$ cat config.mk
export PLATFORM = sky130hd
export DESIGN_NAME = rac_arb
export DESIGN_NICKNAME = d
export VERILOG_FILES = /design/src/rtl/rac_pkg.sv /design/src/rtl/crc16to8_parallel.sv /design/src/rtl/rac_arb.sv
export SDC_FILE = /design/constraint.sdc
export NUM_CORES = 1
export LEC_CHECK = 0
export BUFFER_PORTS_ARGS = -buffer_cell sky130_fd_sc_hd__buf_2
export CORE_UTILIZATION = 54
export DETAILED_ROUTE_END_ITERATION = 10
export PLACE_DENSITY_LB_ADDON = 0.25
export SLEW_MARGIN = 20
export SYNTH_ARGS = -nofsm -noshare
export SYNTH_HDL_FRONTEND = slang
export SYNTH_SLANG_ARGS = --single-unit
$ cat constraint.sdc
create_clock -name i_clk -period 4.5 [get_ports i_clk]
set_clock_uncertainty 0.1 [all_clocks]
set_input_delay 0.225 -clock i_clk [delete_from_list [all_inputs] [get_ports i_clk]]
set_output_delay 0.225 -clock i_clk [all_outputs]
set_load 0.05 [all_outputs]
$ cat src/rtl/rac_pkg.sv
// Shared definitions for the register-access arbiter: register-bank widths and FSM state encoding.
package rac_pkg;

  localparam int RAC_REG_AW    = 7;
  localparam int RAC_REG_DW    = 8;
  localparam int RAC_REG_CRC_W = 8;

  typedef enum logic [1:0] {
    IDLE,
    ISSUE,
    RWAIT,
    ACK
  } rac_arb_st_e;

endpackage

$ cat src/rtl/crc16to8_parallel.sv
// CRC-8 (poly 0x07, init 0x00, MSB first) over a 16-bit frame, fully combinational.
module crc16to8_parallel (
  input  logic [15:0] i_data,
  output logic [7:0]  o_crc
);

  function automatic logic [7:0] crc8_of(input logic [15:0] data);
    logic [7:0] crc;
    crc = 8'h00;
    for (int i = 15; i >= 0; i--) begin
      crc = {crc[6:0], 1'b0} ^ ((crc[7] ^ data[i]) ? 8'h07 : 8'h00);
    end
    return crc;
  endfunction

  assign o_crc = crc8_of(i_data);

endmodule

$ cat src/rtl/rac_arb.sv
// Round-robin register-access arbiter for two requesters: one bank strobe per grant, write CRC
// check, and a one-cycle ack with read data/address back to the served requester.
module rac_arb
  import rac_pkg::*;
#(
  parameter int REG_AW    = RAC_REG_AW,
  parameter int REG_DW    = RAC_REG_DW,
  parameter int REG_CRC_W = RAC_REG_CRC_W,
  parameter int RD_LAT    = 1
) (
  input  logic                 i_clk,
  input  logic                 i_rst,
  input  logic [1:0]           i_req_wr,
  input  logic [1:0]           i_req_rd,
  input  logic [REG_AW-1:0]    i_req_addr  [2],
  input  logic [REG_DW-1:0]    i_req_wdata [2],
  input  logic [REG_CRC_W-1:0] i_req_wcrc  [2],
  output logic [1:0]           o_wack,
  output logic [1:0]           o_rack,
  output logic [REG_DW-1:0]    o_rsp_data,
  output logic [REG_AW-1:0]    o_rsp_addr,
  output logic                 o_reg_wen,
  output logic                 o_reg_ren,
  output logic [REG_AW-1:0]    o_reg_addr,
  output logic [REG_DW-1:0]    o_reg_wdata,
  input  logic [REG_DW-1:0]    i_reg_rdata,
  output logic                 o_wcrc_err
);

  localparam logic [1:0] LAT_LOAD = 2'(RD_LAT - 1);

  rac_arb_st_e state, state_next;

  logic [1:0]              pend;
  logic                    sel;
  logic                    sel_wr;
  logic                    crc_ok;
  logic [REG_AW+REG_DW:0]  frame;
  logic [REG_CRC_W-1:0]    crc_calc;

  logic                    idx;
  logic                    is_wr;
  logic                    last;
  logic [1:0]              lat_cnt;

  logic                    grant;
  logic                    capture;
  logic                    wen_d, ren_d, err_d;
  logic [1:0]              wack_d, rack_d;

  assign pend = i_req_wr | i_req_rd;

  // Tie goes to the requester not granted last; otherwise the lone pending one wins.
  always_comb begin
    sel = 1'b0;
    if (pend == 2'b11) sel = ~last;
    else if (pend == 2'b10) sel = 1'b1;
  end

  assign sel_wr = i_req_wr[sel];
  assign frame  = {1'b1, i_req_addr[sel], i_req_wdata[sel]};

  crc16to8_parallel u_crc (
    .i_data (frame),
    .o_crc  (crc_calc)
  );

  // The CRC verdict is taken on the request being granted so the ISSUE strobes come straight from flops.
  assign crc_ok = (crc_calc == i_req_wcrc[sel]);

  always_comb begin
    // NOTE: every signal gets a default before the case so no path leaves one unassigned (no latch).
    state_next = state;
    grant      = 1'b0;
    capture    = 1'b0;
    wen_d      = 1'b0;
    ren_d      = 1'b0;
    err_d      = 1'b0;
    wack_d     = 2'b00;
    rack_d     = 2'b00;
    unique case (state)
      IDLE: begin
        if (|pend) begin
          grant      = 1'b1;
          wen_d      = sel_wr & crc_ok;
          err_d      = sel_wr & ~crc_ok;
          ren_d      = ~sel_wr;
          state_next = ISSUE;
        end
      end
      ISSUE: begin
        if (is_wr) begin
          wack_d     = idx ? 2'b10 : 2'b01;
          state_next = ACK;
        end else begin
          state_next = RWAIT;
        end
      end
      RWAIT: begin
        if (lat_cnt == 2'd0) begin
          capture    = 1'b1;
          rack_d     = idx ? 2'b10 : 2'b01;
          state_next = ACK;
        end
      end
      ACK:     state_next = IDLE;
      default: state_next = IDLE;
    endcase
  end

  always_ff @(posedge i_clk) begin
    // NOTE: non-blocking assignments so every flop samples pre-edge values regardless of statement order.
    if (i_rst) state <= IDLE;
    else       state <= state_next;
  end

  always_ff @(posedge i_clk) begin
    if (i_rst) begin
      idx         <= 1'b0;
      is_wr       <= 1'b0;
      last        <= 1'b1;
      lat_cnt     <= 2'd0;
      o_wack      <= 2'b00;
      o_rack      <= 2'b00;
      o_reg_wen   <= 1'b0;
      o_reg_ren   <= 1'b0;
      o_wcrc_err  <= 1'b0;
      o_rsp_data  <= '0;
      o_rsp_addr  <= '0;
      o_reg_addr  <= '0;
      o_reg_wdata <= '0;
    end else begin
      o_wack     <= wack_d;
      o_rack     <= rack_d;
      o_reg_wen  <= wen_d;
      o_reg_ren  <= ren_d;
      o_wcrc_err <= err_d;

      if (grant) begin
        idx         <= sel;
        is_wr       <= sel_wr;
        o_reg_addr  <= i_req_addr[sel];
        o_reg_wdata <= i_req_wdata[sel];
      end

      if (state == ISSUE)      lat_cnt <= LAT_LOAD;
      else if (state == RWAIT) lat_cnt <= lat_cnt - 2'd1;

      if (capture)               o_rsp_data <= i_reg_rdata;
      if (|(wack_d | rack_d))    o_rsp_addr <= o_reg_addr;
      if (state == ACK)          last       <= idx;
    end
  end

endmodule

-- After elaboration in Yosys (flattened, before gate mapping)
Cells that the tools add are included.
Widths: inputs -> output; s select.
- mux-type cells: 41
- bitwise gates (word level): 39
- $lt $le $gt $ge: 2
- add/subtract/negate cells: 1
- reductions and logical operators: 7
- equality and inequality tests: 8
- operator list (cell ; count):
    $xor 8x8->8 ; 13
    $mux 8 ; 6
    $mux 3 ; 15
    $mux 7 ; 3
    $mux 2 ; 7
    $xor 1x1->1 ; 13
    $mux 1 ; 9
    $eq 2x2->1 const B ; 4
    $eq 8x8->1 ; 1
    $pmux 2 s4 ; 1
    $xor 8x3->8 ; 1
    $reduce_or 2->1 ; 3
    $not 1->1 ; 5
    $logic_not 2->1 ; 2
    $ne 2x2->1 const B ; 2
    $or 2x2->2 ; 2
    $not 3->3 ; 1
    $reduce_or 3->1 ; 1
    $and 1x1->1 ; 2
    $eq 2x1->1 const B ; 1
    $ge 2x2->1 const B ; 1
    $lt 1x2->1 const B ; 1
    $not 1->2 ; 1
    $reduce_and 2->1 ; 1
    2 further kinds ; 2
- register bits: 44
- word-level logic and storage cells: 112

-- Depth between registers and ports, before layout
- word-level depth: 53
- mapped depth: 8
- depth with buffers taken out: 7

-- Hierarchy
Synthesis repeated with hierarchy kept, for this count alone.
- cells, all modules: 260
- area total of the unflattened synthesis: 2353.5 sq um
- by module, submodules not included (module ; cells each ; area each (sq um) ; times used):
    rac_arb ; 232 ; 2011.9 ; 1
    crc16to8_parallel ; 28 ; 341.6 ; 1

-- Least setup slack after synthesis
No wires, ideal clock.
- path type: in2reg
- start point: input i_req_addr[4] (netlist name)
- end point: register o_wcrc_err
- data arrival time: 1.916 ns
- setup slack: 2.364 ns
- setup time: 0.120 ns
- stages: 8
- data required time: 4.280 ns
- path through: buf_2 xnor3_1 xor2_1 mux2i_2 or4_1 o211ai_2 mux2i_2 o31a_1
- longest elaborated chain between the ends: 25
- elaborated cells between the ends (all ways): 29
- RTL lines (item ; line ; RTL):
    from (decl) ; rac_arb.sv:15 ; input logic [REG_AW-1:0] i_req_addr [2],
    $mux 7 (not written as such) * (3 in a row) ; rac_arb.sv:61 ; assign frame = {1'b1, i_req_addr[sel], i_req_wdata[sel]};
    $xor 1x1->1 * ; crc16to8_parallel.sv:11 ; crc = {crc[6:0], 1'b0} ^ ((crc[7] ^ data[i]) ? 8'h07 : 8'h00);
    $mux 3 * ; crc16to8_parallel.sv:11 ;
    $xor 8x8->8 * (6 in a row) ; crc16to8_parallel.sv:11 ;
    $xor 1x1->1 ; crc16to8_parallel.sv:11 ;
    $mux 3 ; crc16to8_parallel.sv:11 ;
    $xor 8x8->8 * (6 in a row) ; crc16to8_parallel.sv:11 ;
    $xor 1x1->1 ; crc16to8_parallel.sv:11 ;
    $mux 3 ; crc16to8_parallel.sv:11 ;
    $xor 8x3->8 * ; crc16to8_parallel.sv:11 ;
    $eq 8x8->1 * ; rac_arb.sv:69 ; assign crc_ok = (crc_calc == i_req_wcrc[sel]);
    $not 1->1 * ; rac_arb.sv:86 ; err_d = sel_wr & ~crc_ok;
    $and 1x1->1 * ; rac_arb.sv:86 ;
    to (signal assigned) ; rac_arb.sv:137 ; o_wcrc_err <= err_d;
    to (decl) ; rac_arb.sv:27 ; output logic o_wcrc_err
Every way passes the cells marked *; elsewhere a longest branch is shown, timed or not. The select of a mux whose other input is x is not followed.
A chain may end at the register's enable or synchronous reset.

-- Worst setup path after layout
- start point: register last
- end point: register o_wcrc_err
- longest elaborated chain between the ends: 29
- elaborated cells between the ends (all ways): 61
- RTL lines (item ; line ; RTL):
    from (decl) ; rac_arb.sv:43 ; logic last;
    from (signal assigned) ; rac_arb.sv:151 ; if (state == ACK) last <= idx;
    $not 1->1 * ; rac_arb.sv:56 ; if (pend == 2'b11) sel = ~last;
    $mux 1 * ; rac_arb.sv:56 ;
    $not 1->2 (not written as such) ; rac_arb.sv:61, rac_arb.sv:69 ;
    $mux 7 (not written as such) (3 in a row) ; rac_arb.sv:61 ;
    $xor 1x1->1 or $mux 3 (tied branches) ; crc16to8_parallel.sv:11 ;
    $mux 3 or $not 3->3 (tied branches) ; -- ;
    $xor 8x8->8 (5 in a row) ; crc16to8_parallel.sv:11 ;
    $xor 8x8->8 or $xor 1x1->1 (tied branches) ; crc16to8_parallel.sv:11 ;
    [7 not listed] ; -- ;
    $xor 8x8->8 or $xor 1x1->1 (tied branches) ; crc16to8_parallel.sv:11 ;
    $xor 8x8->8 (tied with other cells) ; crc16to8_parallel.sv:11 ;
    $xor 1x1->1 (tied with other cells) ; crc16to8_parallel.sv:11 ;
    $mux 3 or $xor 8x8->8 (tied branches) ; crc16to8_parallel.sv:11 ;
    $xor 8x3->8 ; crc16to8_parallel.sv:11 ;
    $eq 8x8->1 ; rac_arb.sv:69 ;
    $not 1->1 ; rac_arb.sv:86 ;
    $and 1x1->1 * ; rac_arb.sv:86 ;
Marks and branches as above.

==> results.ini <==
[min_path]
hold_class=in2reg
holdPathStages=3

[timing]
tightestPinTransition_ps=850
whs_ps=61.0
layout_min_cycle_time_ps=2570
hold_viol_final=0
rsz0062_at_grt=false
layout_setup_ws_ps=1930
relSlewSlack_pct=43.1
fin_crit_sh_pct=57.1
setup_viol=0
max_freq_mhz=389
report.final.slew_viol_count=0
tns_ps=0

[cells_and_area]
nets=451
seq_area_um2=881
n_fill_cell=393
n_antenna_cell=0
drive_gt1_share_pct=30.3
multi_input_area_um2=1830
fin_cells=453
finish.instance_area_um2=3410
syn_to_final_growth_pct=22.3

[worst_setup_path]
crit_top_cell=mux2i_1
reg2reg_slack_ps=1930
ff2ff_path_depth=8
cpLargestDelayFamily=compound AO/OA/AOI/OAI gates
slowest_stage=dfxtp_1
worst_setup_path_start_kind=register
r2r-end=o_wcrc_err
slowest_delay_ps=370
end_kind=register
path_depth=8
crit_path_end=o_wcrc_err
worst-path-max-fanout=21
path_cells=o21ai_0, o21ai_4, buf_4, mux2i_1, xnor2_1, mux2i_1, nand2_1, o31a_1
critPathRequiredTime_ps=4590
crit_type=reg2reg
critPathLaunch=last
critPathBufInv=1
worstPathArrival_ps=2660
rr_startpoint=last

[synth]
synthCells=296
synth_warnings=0
synth.top_cell.area_share_pct=31.6
synth-edff-count=0
yosysSeqAreaShare_pct=31.6
ys.flop_type=dfxtp_1
syn_nets=362
netlist_area_um2=2790
ys_ff_latch=44
synth_area_leaders=dfxtp_1 32%, mux2i_1 10%, xnor2_1 9.4%, xnor3_1 8.1%, nand2_1 5.5%
yosysTopAreaCell=dfxtp_1
avgSynthCellArea_um2=9.43
synth-async-reset-ratio_pct=0
synth_most_common_cell=dfxtp_1
synthDistinctLibCells=42
yosys-top-cells-count=44 x dfxtp_1, 41 x nand2_1, 30 x xnor2_1

[routing]
routed-via-count=2357
drt-total-wl_mm=6.03
drt_first_pass_iters=4
ant_nets=0
drt-initial-drc-count=114
viasPerCell=5.20
wl_per_cell_um=13.3
drc_errors=0

[pwr]
clock_power_share_pct=15.2
power.share.sequential_pct=29.7
p_int_mw=1.02
swShare_pct=47.0
combPwrFrac_pct=55.0
power_per_cell_area_nw_per_um2=562
power.leakage_nw=1.69
ir_worst_vdd_mv=0.242
p_sw_mw=0.902

[grt]
grt_use_total_pct=23.1
overflow=0
grt_pass1_vias=2065
grt_max_degree=43
antenna_found_initial=0
grt_first_pass_wirelength_mm=9.38

[clock_network]
cts_buffers=5
cts_tree=built
post_cts_buffers=0
cts_root_buf=clkbuf_8
cts.sinks=44
clk_latency_ps=290
cts_hold_buf=0
max-clock-path-buffers=2
clk_pin_slew_ps=80
ctsResizeCount=0
htreeDepth=2

[floorplanning]
rows=25
dieWidth_um=73.9
coreArea_um2=4850
die_area_um2=5460
io_pins=97
start_util_pct=57.5
die_h_um=73.9

[job]
drv_cap=0

[placed_design]
dp_worst_setup_slack_ps=1740
dp.cells=445
routabilityCongestion=0.933
place_area_um2=3300
port_buffers=96
hpwl_mm=4.92

[outcome]
outcome=completed

## how the worst min path moves through the flow
| stage | startpoint | end |
|---|---|---|
| 2_1_floorplan | i_reg_rdata[0] | o_rsp_data[0] |
| 3_3_place_gp | o_rsp_addr[4] | o_rsp_addr[4] |
| 3_5_place_dp | o_rsp_addr[3] | o_rsp_addr[3] |
| 4_1_cts | i_reg_rdata[7] | o_rsp_data[7] |
| 5_1_grt | i_reg_rdata[5] | o_rsp_data[5] |
| 6_report | i_reg_rdata[3] | o_rsp_data[3] |
## power groups by stage
stage / logic [mW] / registers, mW / clock network (mW)
after global routing: 1.14 / 0.587 / 0.316
after global placement: 1.03 / 0.574 / 0
final: 1.06 / 0.570 / 0.292
after CTS: 1.06 / 0.571 / 0.298
after detailed placement: 1.05 / 0.579 / 0
after floorplan: 0.515 / 0.893 / 0
## layer usage
layer	track usage [%]	up-vias	part of all wire (%)
met1	27.8	1069	44
met3	5.35	6	5.3
met2	40.5	80	50
li1	-	1202	-
met4	7.26	0	1.0
met5	0	-	0
## through the flow
| step | util [%] | power (mW) |
|---|---|---|
| finish | 70.4 | 1.92 |
| CTS | 70.3 | 1.92 |
| global placement | 68.1 | 1.61 |
| detailed placement | 68.1 | 1.63 |
| floorplan | - | 1.41 |
| global route | 70.4 | 2.05 |
## flip-flops by register name, summed over array words and instances, names as in the netlist
name,cells
is_wr,1
o_wack,2
idx,1
o_reg_wdata,8
o_wcrc_err,1
last,1
o_reg_addr,7
o_reg_ren,1
o_rack,2
state,2
o_reg_wen,1
lat_cnt,2
o_rsp_addr,7
o_rsp_data,8
## cell families after synthesis
logic type / after synthesis / synth area share [%]
buffers and inverters: 21 / 3.14
xor gates and xnor gates: 55 / 23.8
AOI/OAI and AO/OA: 47 / 11.4
and+or+nand+nor: 88 / 14.3
adders and majority gates: 6 / 2.69
DFF: 44 / 31.6
muxes: 35 / 13.1
## cells in the final DEF (no fill, tap or decap), drive strengths merged, types with 2 or more instances in the layout
cell    synthesis  layout
xor3            2       2
dfxtp          44      44
o21ai           3       3
nand2          41      41
mux2            3       3
xor2           11      11
clkbuf         10       6
nand3           2       2
xnor2          32      32
nand2b          2       2
inv             6       6
mux2i          32      32
nor3            4       4
nor2           26      26
xnor3          10      10
buf             5      97
ha              6       6
a21oi          20      20
nor2b           3       3
a211oi         16      16
## worst reg2reg max path, delay by kind of cell, from the launching register on
| family | cells | cell delay, ps |
|---|---|---|
| DFF | 1 | 370 |
| buffers and inverters | 1 | 380 |
| and+or+nand+nor | 1 | 100 |
| AOI/OAI and AO/OA | 3 | 760 |
| muxes | 2 | 570 |
| xor gates and xnor gates | 1 | 170 |
## final cells by class
cell class                      instances  share of cell area [%]
Multi-Input combinational cell        231                    53.6
Tap cell                               67                    2.46
Sequential cell                        44                    25.8
Timing Repair Buffer                   97                    14.3
Inverter                                6                   0.660
Clock buffer                            6                    2.13
Clock inverter                          2                    1.03
(Power assumes the default switching activity.)
